### src/rtl/alu_ex_latch_pkg.sv
// Shared ALU opcode/status constants and skid-buffer state encoding for the EX->WB stage.
package alu_ex_latch_pkg;

    localparam int unsigned OPC_W = 5;

    localparam logic [OPC_W-1:0] OP_ADD = 5'b00000;
    localparam logic [OPC_W-1:0] OP_SUB = 5'b00001;
    localparam logic [OPC_W-1:0] OP_AND = 5'b00010;
    localparam logic [OPC_W-1:0] OP_OR  = 5'b00011;
    localparam logic [OPC_W-1:0] OP_SLL = 5'b00100;
    localparam logic [OPC_W-1:0] OP_SRA = 5'b00101;

    localparam int unsigned ST_ADD_OVF = 1;
    localparam int unsigned ST_SUB_OVF = 3;

    typedef enum logic [1:0] {
        SKID_EMPTY = 2'd0,
        SKID_ONE   = 2'd1,
        SKID_TWO   = 2'd2
    } skid_state_e;

    // Overflow is only architecturally meaningful for add/sub.
    function automatic logic ovf_applies(input logic [OPC_W-1:0] opcode);
        return (opcode == OP_ADD) || (opcode == OP_SUB);
    endfunction

endpackage

### src/rtl/ex_skid_buf.sv
// Generic 2-entry valid/ready skid register (main + skid) with synchronous flush.
module ex_skid_buf
    import alu_ex_latch_pkg::*;
#(
    parameter int unsigned W = 8
) (
    input  logic         clock,
    input  logic         reset_n,
    input  logic         flush,
    input  logic         in_valid,
    output logic         in_ready,
    input  logic [W-1:0] in_data,
    output logic         out_valid,
    input  logic         out_ready,
    output logic [W-1:0] out_data
);

    skid_state_e  state_q;
    skid_state_e  state_d;
    logic [W-1:0] skid_q;
    logic         accept_c;
    logic         main_from_in_c;
    logic         main_from_skid_c;
    logic         skid_load_c;
    logic         main_clear_c;

    assign accept_c = in_valid & in_ready;

    // Occupancy FSM: at most one entry moves into main per cycle, skid drains first.
    always_comb begin
        state_d          = state_q;
        main_from_in_c   = 1'b0;
        main_from_skid_c = 1'b0;
        skid_load_c      = 1'b0;
        main_clear_c     = 1'b0;
        if (flush) begin
            state_d      = SKID_EMPTY;
            main_clear_c = 1'b1;
        end else begin
            case (state_q)
                SKID_EMPTY: begin
                    if (accept_c) begin
                        main_from_in_c = 1'b1;
                        state_d        = SKID_ONE;
                    end
                end
                SKID_ONE: begin
                    if (out_ready) begin
                        if (accept_c) begin
                            main_from_in_c = 1'b1;
                        end else begin
                            main_clear_c = 1'b1;
                            state_d      = SKID_EMPTY;
                        end
                    end else if (accept_c) begin
                        skid_load_c = 1'b1;
                        state_d     = SKID_TWO;
                    end
                end
                SKID_TWO: begin
                    if (out_ready) begin
                        main_from_skid_c = 1'b1;
                        state_d          = SKID_ONE;
                    end
                end
                default: begin
                    state_d      = SKID_EMPTY;
                    main_clear_c = 1'b1;
                end
            endcase
        end
    end

    always_ff @(posedge clock or negedge reset_n) begin
        if (!reset_n) begin
            state_q   <= SKID_EMPTY;
            out_valid <= 1'b0;
            in_ready  <= 1'b1;
        end else begin
            state_q   <= state_d;
            out_valid <= (state_d != SKID_EMPTY);
            in_ready  <= (state_d != SKID_TWO);
        end
    end

    // Main payload is zeroed when the stage empties so stale write enables never leak.
    always_ff @(posedge clock or negedge reset_n) begin
        if (!reset_n) begin
            out_data <= '0;
            skid_q   <= '0;
        end else begin
            if (main_clear_c) begin
                out_data <= '0;
            end else if (main_from_skid_c) begin
                out_data <= skid_q;
            end else if (main_from_in_c) begin
                out_data <= in_data;
            end
            if (skid_load_c) begin
                skid_q <= in_data;
            end
        end
    end

endmodule

### src/rtl/alu_ex_latch.sv
// EX->WB pipeline stage: overflow rewrite to the status register, overflow counter, 2-deep skid.
module alu_ex_latch
    import alu_ex_latch_pkg::*;
#(
    parameter int unsigned WIDTH      = 16,
    parameter int unsigned RD_W       = 4,
    parameter int unsigned STATUS_REG = 15,
    parameter int unsigned CNT_W      = 8
) (
    input  logic             clock,
    input  logic             reset_n,
    input  logic             flush,
    input  logic             in_valid,
    output logic             in_ready,
    input  logic [WIDTH-1:0] in_result,
    input  logic             in_ne,
    input  logic             in_lt,
    input  logic             in_ovf,
    input  logic [OPC_W-1:0] in_opcode,
    input  logic [RD_W-1:0]  in_rd,
    input  logic             in_we,
    output logic             out_valid,
    input  logic             out_ready,
    output logic [WIDTH-1:0] out_data,
    output logic [RD_W-1:0]  out_rd,
    output logic             out_we,
    output logic             out_ne,
    output logic             out_lt,
    output logic [CNT_W-1:0] ovf_count
);

    localparam int unsigned PAY_W = WIDTH + RD_W + 3;

    logic             rewrite_c;
    logic [WIDTH-1:0] cap_data_c;
    logic [RD_W-1:0]  cap_rd_c;
    logic             cap_we_c;
    logic [PAY_W-1:0] pay_in_c;
    logic [PAY_W-1:0] pay_out;

    // Overflow rewrite at capture; flags pass through untouched.
    always_comb begin
        rewrite_c  = in_ovf & ovf_applies(in_opcode);
        cap_data_c = in_result;
        cap_rd_c   = in_rd;
        cap_we_c   = in_we;
        if (rewrite_c) begin
            cap_data_c = (in_opcode == OP_SUB) ? WIDTH'(ST_SUB_OVF) : WIDTH'(ST_ADD_OVF);
            cap_rd_c   = RD_W'(STATUS_REG);
            cap_we_c   = 1'b1;
        end
        pay_in_c = {cap_we_c, in_ne, in_lt, cap_rd_c, cap_data_c};
    end

    ex_skid_buf #(
        .W (PAY_W)
    ) u_skid (
        .clock     (clock),
        .reset_n   (reset_n),
        .flush     (flush),
        .in_valid  (in_valid),
        .in_ready  (in_ready),
        .in_data   (pay_in_c),
        .out_valid (out_valid),
        .out_ready (out_ready),
        .out_data  (pay_out)
    );

    assign {out_we, out_ne, out_lt, out_rd, out_data} = pay_out;

    // Saturating count of accepted rewrites; flush-dropped inputs never count.
    always_ff @(posedge clock or negedge reset_n) begin
        if (!reset_n) begin
            ovf_count <= '0;
        end else if (in_valid && in_ready && !flush && rewrite_c && (ovf_count != '1)) begin
            ovf_count <= ovf_count + CNT_W'(1);
        end
    end

endmodule

### config.mk
export PLATFORM = sky130hd
export DESIGN_NAME = alu_ex_latch
export DESIGN_NICKNAME = d
export VERILOG_FILES = /design/src/rtl/alu_ex_latch_pkg.sv /design/src/rtl/ex_skid_buf.sv /design/src/rtl/alu_ex_latch.sv
export SDC_FILE = /design/constraint.sdc
export NUM_CORES = 1
export LEC_CHECK = 0
export ABC_AREA = 1
export BUFFER_PORTS_ARGS = -buffer_cell sky130_fd_sc_hd__buf_2
export CAP_MARGIN = 10
export CORE_ASPECT_RATIO = 2
export CORE_MARGIN = 2
export CORE_UTILIZATION = 55
export CTS_BUF_LIST = sky130_fd_sc_hd__clkbuf_8
export CTS_CLUSTER_DIAMETER = 200
export DETAILED_ROUTE_END_ITERATION = 10
export PLACE_DENSITY_LB_ADDON = 0.25
export SLEW_MARGIN = 20
export SYNTH_ARGS = -nofsm -noshare
export SYNTH_HDL_FRONTEND = slang
export SYNTH_HIERARCHICAL = 1
export SYNTH_SLANG_ARGS = --single-unit
### constraint.sdc
create_clock -name clock -period 3.1 [get_ports clock]
set_clock_uncertainty 0.15 [all_clocks]
set_input_delay 0.31 -clock clock [delete_from_list [all_inputs] [get_ports clock]]
set_output_delay 0.31 -clock clock [all_outputs]
set_load 0.02 [all_outputs]
==> impl_results.md <==
- Synth Area in Adders: 0.3852%
- Crit Path Max Fanout: 23
- Most frequent cells in the layout: nand2_1, buf_2, inv_1
- TritonCTS Buffers: 9
- Clk sinks: 58
- Simple-gate share of the synthesized area: 38.02%
- Vias in the first global route: 2842
- Total Wirelength: 6979 um
- Fin Setup TNS: 0 ps
- DRC: 0
- H-tree depth: 3
- DR iter-0 viols: 97
- Worst-path clk slew: 60 ps
- Layout cell share with drive strength beyond 1: 21.02%
- RD Place Congestion: 0.8114
- Register area: 1453 um^2
- Gr usage total: 24.14%
- Drt via density: 5.019
- Synth Net Count: 476
- FF-to-FF Start: u_skid/in_ready
- Hold_ws: 80.44 ps
- Compound-gate portion of the synthesized area: 4.122%
- Crit path launch: u_skid/in_ready
- DRT antenna net count: 0
- Finished Cell Area: 3731 um^2
- Startpoint Class: register
- Run status: complete, no violations
- WP data required: 3240 ps
- FMAX: 525.4 MHz
- Die Height: 112.7 um
- TritonCTS clock tree: yes
- Placement Cell Area: 3523 um^2
- DIE WIDTH: 58.34 um
- FILL cells: 538
- Syn_area_per_cell: 7.365 um^2
- # port buffers: 66
- Synth Area in XOR/XNOR: 0.2696%
- First-pass GRT wire length: 11940 um
- Register area share after synthesis: 44.72%
- R2R Path End: u_skid/out_data[18]
- 1st-pass router iterations: 4
- Leakage power: 2.321 nW
- Synth warnings: 6
- Top-area cell type share of the netlist area: 43.91%
- Final hold viol count: 0
- Slew Viols, Final: 0
- Min Tclk post-route: 1903 ps
- Area leader, netlist: dfrtp_1
- Worst R2R Setup Slack: 1200 ps
- Core footprint: 5709 um^2
- Initial Utilization: 56.89%
- Final setup fails: 0
- Worst-Margin Slew: 709.8 ps
- Synth Cell Area: 3248 um^2
- Mux share of post-synthesis cell area: 0%
- Max_slew headroom: 52.63%
- Register bit total from synthesis: 58
- VDD IR max: 0.0003975 V
- Worst Setup End Kind: register
- Std cell rows: 39
- Most common cell after layout, fill and taps aside: nand2_1
- Library cells used by synthesis: 27
- IO Pins: 67
- MaxCap Viol Count: 0
- P&R area growth vs syn: 14.87%
- Final Util: 65.35%
- Pin count of the biggest net entering global routing: 47
- Worst-Skew Late Latency: 350 ps
- EDFF count, synth: 0
- Area occupied by multi-input gates: 1390 um^2
- Ant. Diodes: 0
- Top FF cell, synth: dfrtp_1
- Global route overflow: 0
- Clock Root Buffer: clkbuf_8
- Largest family of logic cells by synthesized area: simple AND/OR/NAND/NOR gates
- Initial antenna violation count: 0
- Power density cells: 518.8 nW/um^2
- Die area: 6574 um^2
- HPWL after detailed placement: 4980 um
- RSZ-0062 raised after global routing: no
- Setup crit end: u_skid/out_data[18]
- Worst reg-to-reg path cell count: 8
- Nets: 539
- Worst min-delay path class: input port to register
- Top post-synthesis cells by area: dfrtp_1, nand2_1, nand3_1
- Worst endpoint data arrival time: 2050 ps
- Mapped Cells: 441
- Vias: 2861
- Synth async-reset ratio: 100.0%
- CP Class: register to register
- Routed length per instance: 12.24 um
- Period utilisation layout: 61.40%
- WHS Path Cells: 3
- Clock buffer depth: 2
sequential cells by signal, summed over array words and instances (netlist names):
signal            cells
u_skid/out_data      23
u_skid/skid_q        23
ovf_count             8
u_skid/state_q        2
u_skid/in_ready       1
u_skid/out_valid      1
how the worst min path moves through the flow:
stage,start,to,slack [ps]
6_report,in_ne,u_skid/skid_q[21],80
5_1_grt,in_ne,u_skid/skid_q[21],90
4_1_cts,in_ne,u_skid/skid_q[21],70
3_5_place_dp,reset_n,u_skid/out_valid,130
3_3_place_gp,reset_n,u_skid/out_valid,120
2_1_floorplan,reset_n,ovf_count[0],-140
per-layer routing:
metal | routed length, um | GRT usage, %
met1 | 2634 | 24.22
met2 | 3774 | 43.07
met3 | 353 | 5.991
met4 | 217 | 13.64
met5 | 0 | 0
per-stage QoR:
step	worst slack [ps]	total power, W	cells
after floorplan	1516	0.001147	441
after global routing	1029	0.002034	570
after detailed placement	1181	0.001249	553
after global placement	1255	0.001235	553
final	1197	0.001936	570
after CTS	1192	0.001953	570
critical path, stage by stage, from the launching register on:
cell and delay, ps:
dfstp_2 530, nand2_1 90, inv_1 80, nand2_1 50, nand2_1 80, nand2_2 70
inv_1 520, nand3_1 160, nand2_1 110
where the power goes:
part           leakage [nW]  total (W)  internal, W  switching [W]
registers             0.762   0.000923     0.000863      0.0000598
clock network         0.113   0.000700     0.000404       0.000296
logic                  1.45   0.000313     0.000113       0.000200
total                  2.32    0.00194      0.00138       0.000556
Yosys cell counts (2+ instances only):
cell and number:
nand2_1 163, inv_1 61, dfrtp_1 57, nand3_1 56, nor2_1 30, o21ai_0 16, o21ai_1 9, buf_6 8
buf_4 7, nor2_2 5, nand2_4 4, buf_2 3, inv_2 3, nand2_2 2, nand3_2 2, nand3b_1 2
nor2_4 2, nor2_8 2
final cells by class:
cell class              count  area share (%)
clock buffers              11           4.058
well taps                  61           2.046
clock inverters             5           1.241
flip-flops and latches     58           38.93
inverters                  65           6.539
repair buffers             71           9.926
multi-input cells         299           37.26
kinds of logic (layout without fill, tap and decap cells):
group,after synthesis,after routing
simple gates,271,271
flops,58,58
compound gates,26,26
xor+xnor,1,1
buf+inv,84,152
fa+ha+maj,1,1
what timing repair did:
item | in CTS | in global routing
endpoints found under the setup margin | 0 | 0
setup buffers | 0 | 0
endpoints found under the hold margin | 16 | 0
hold buffers | 1 | 0
resized for setup | 0 | 0
Note: power is estimated with default switching activity, not from simulation.
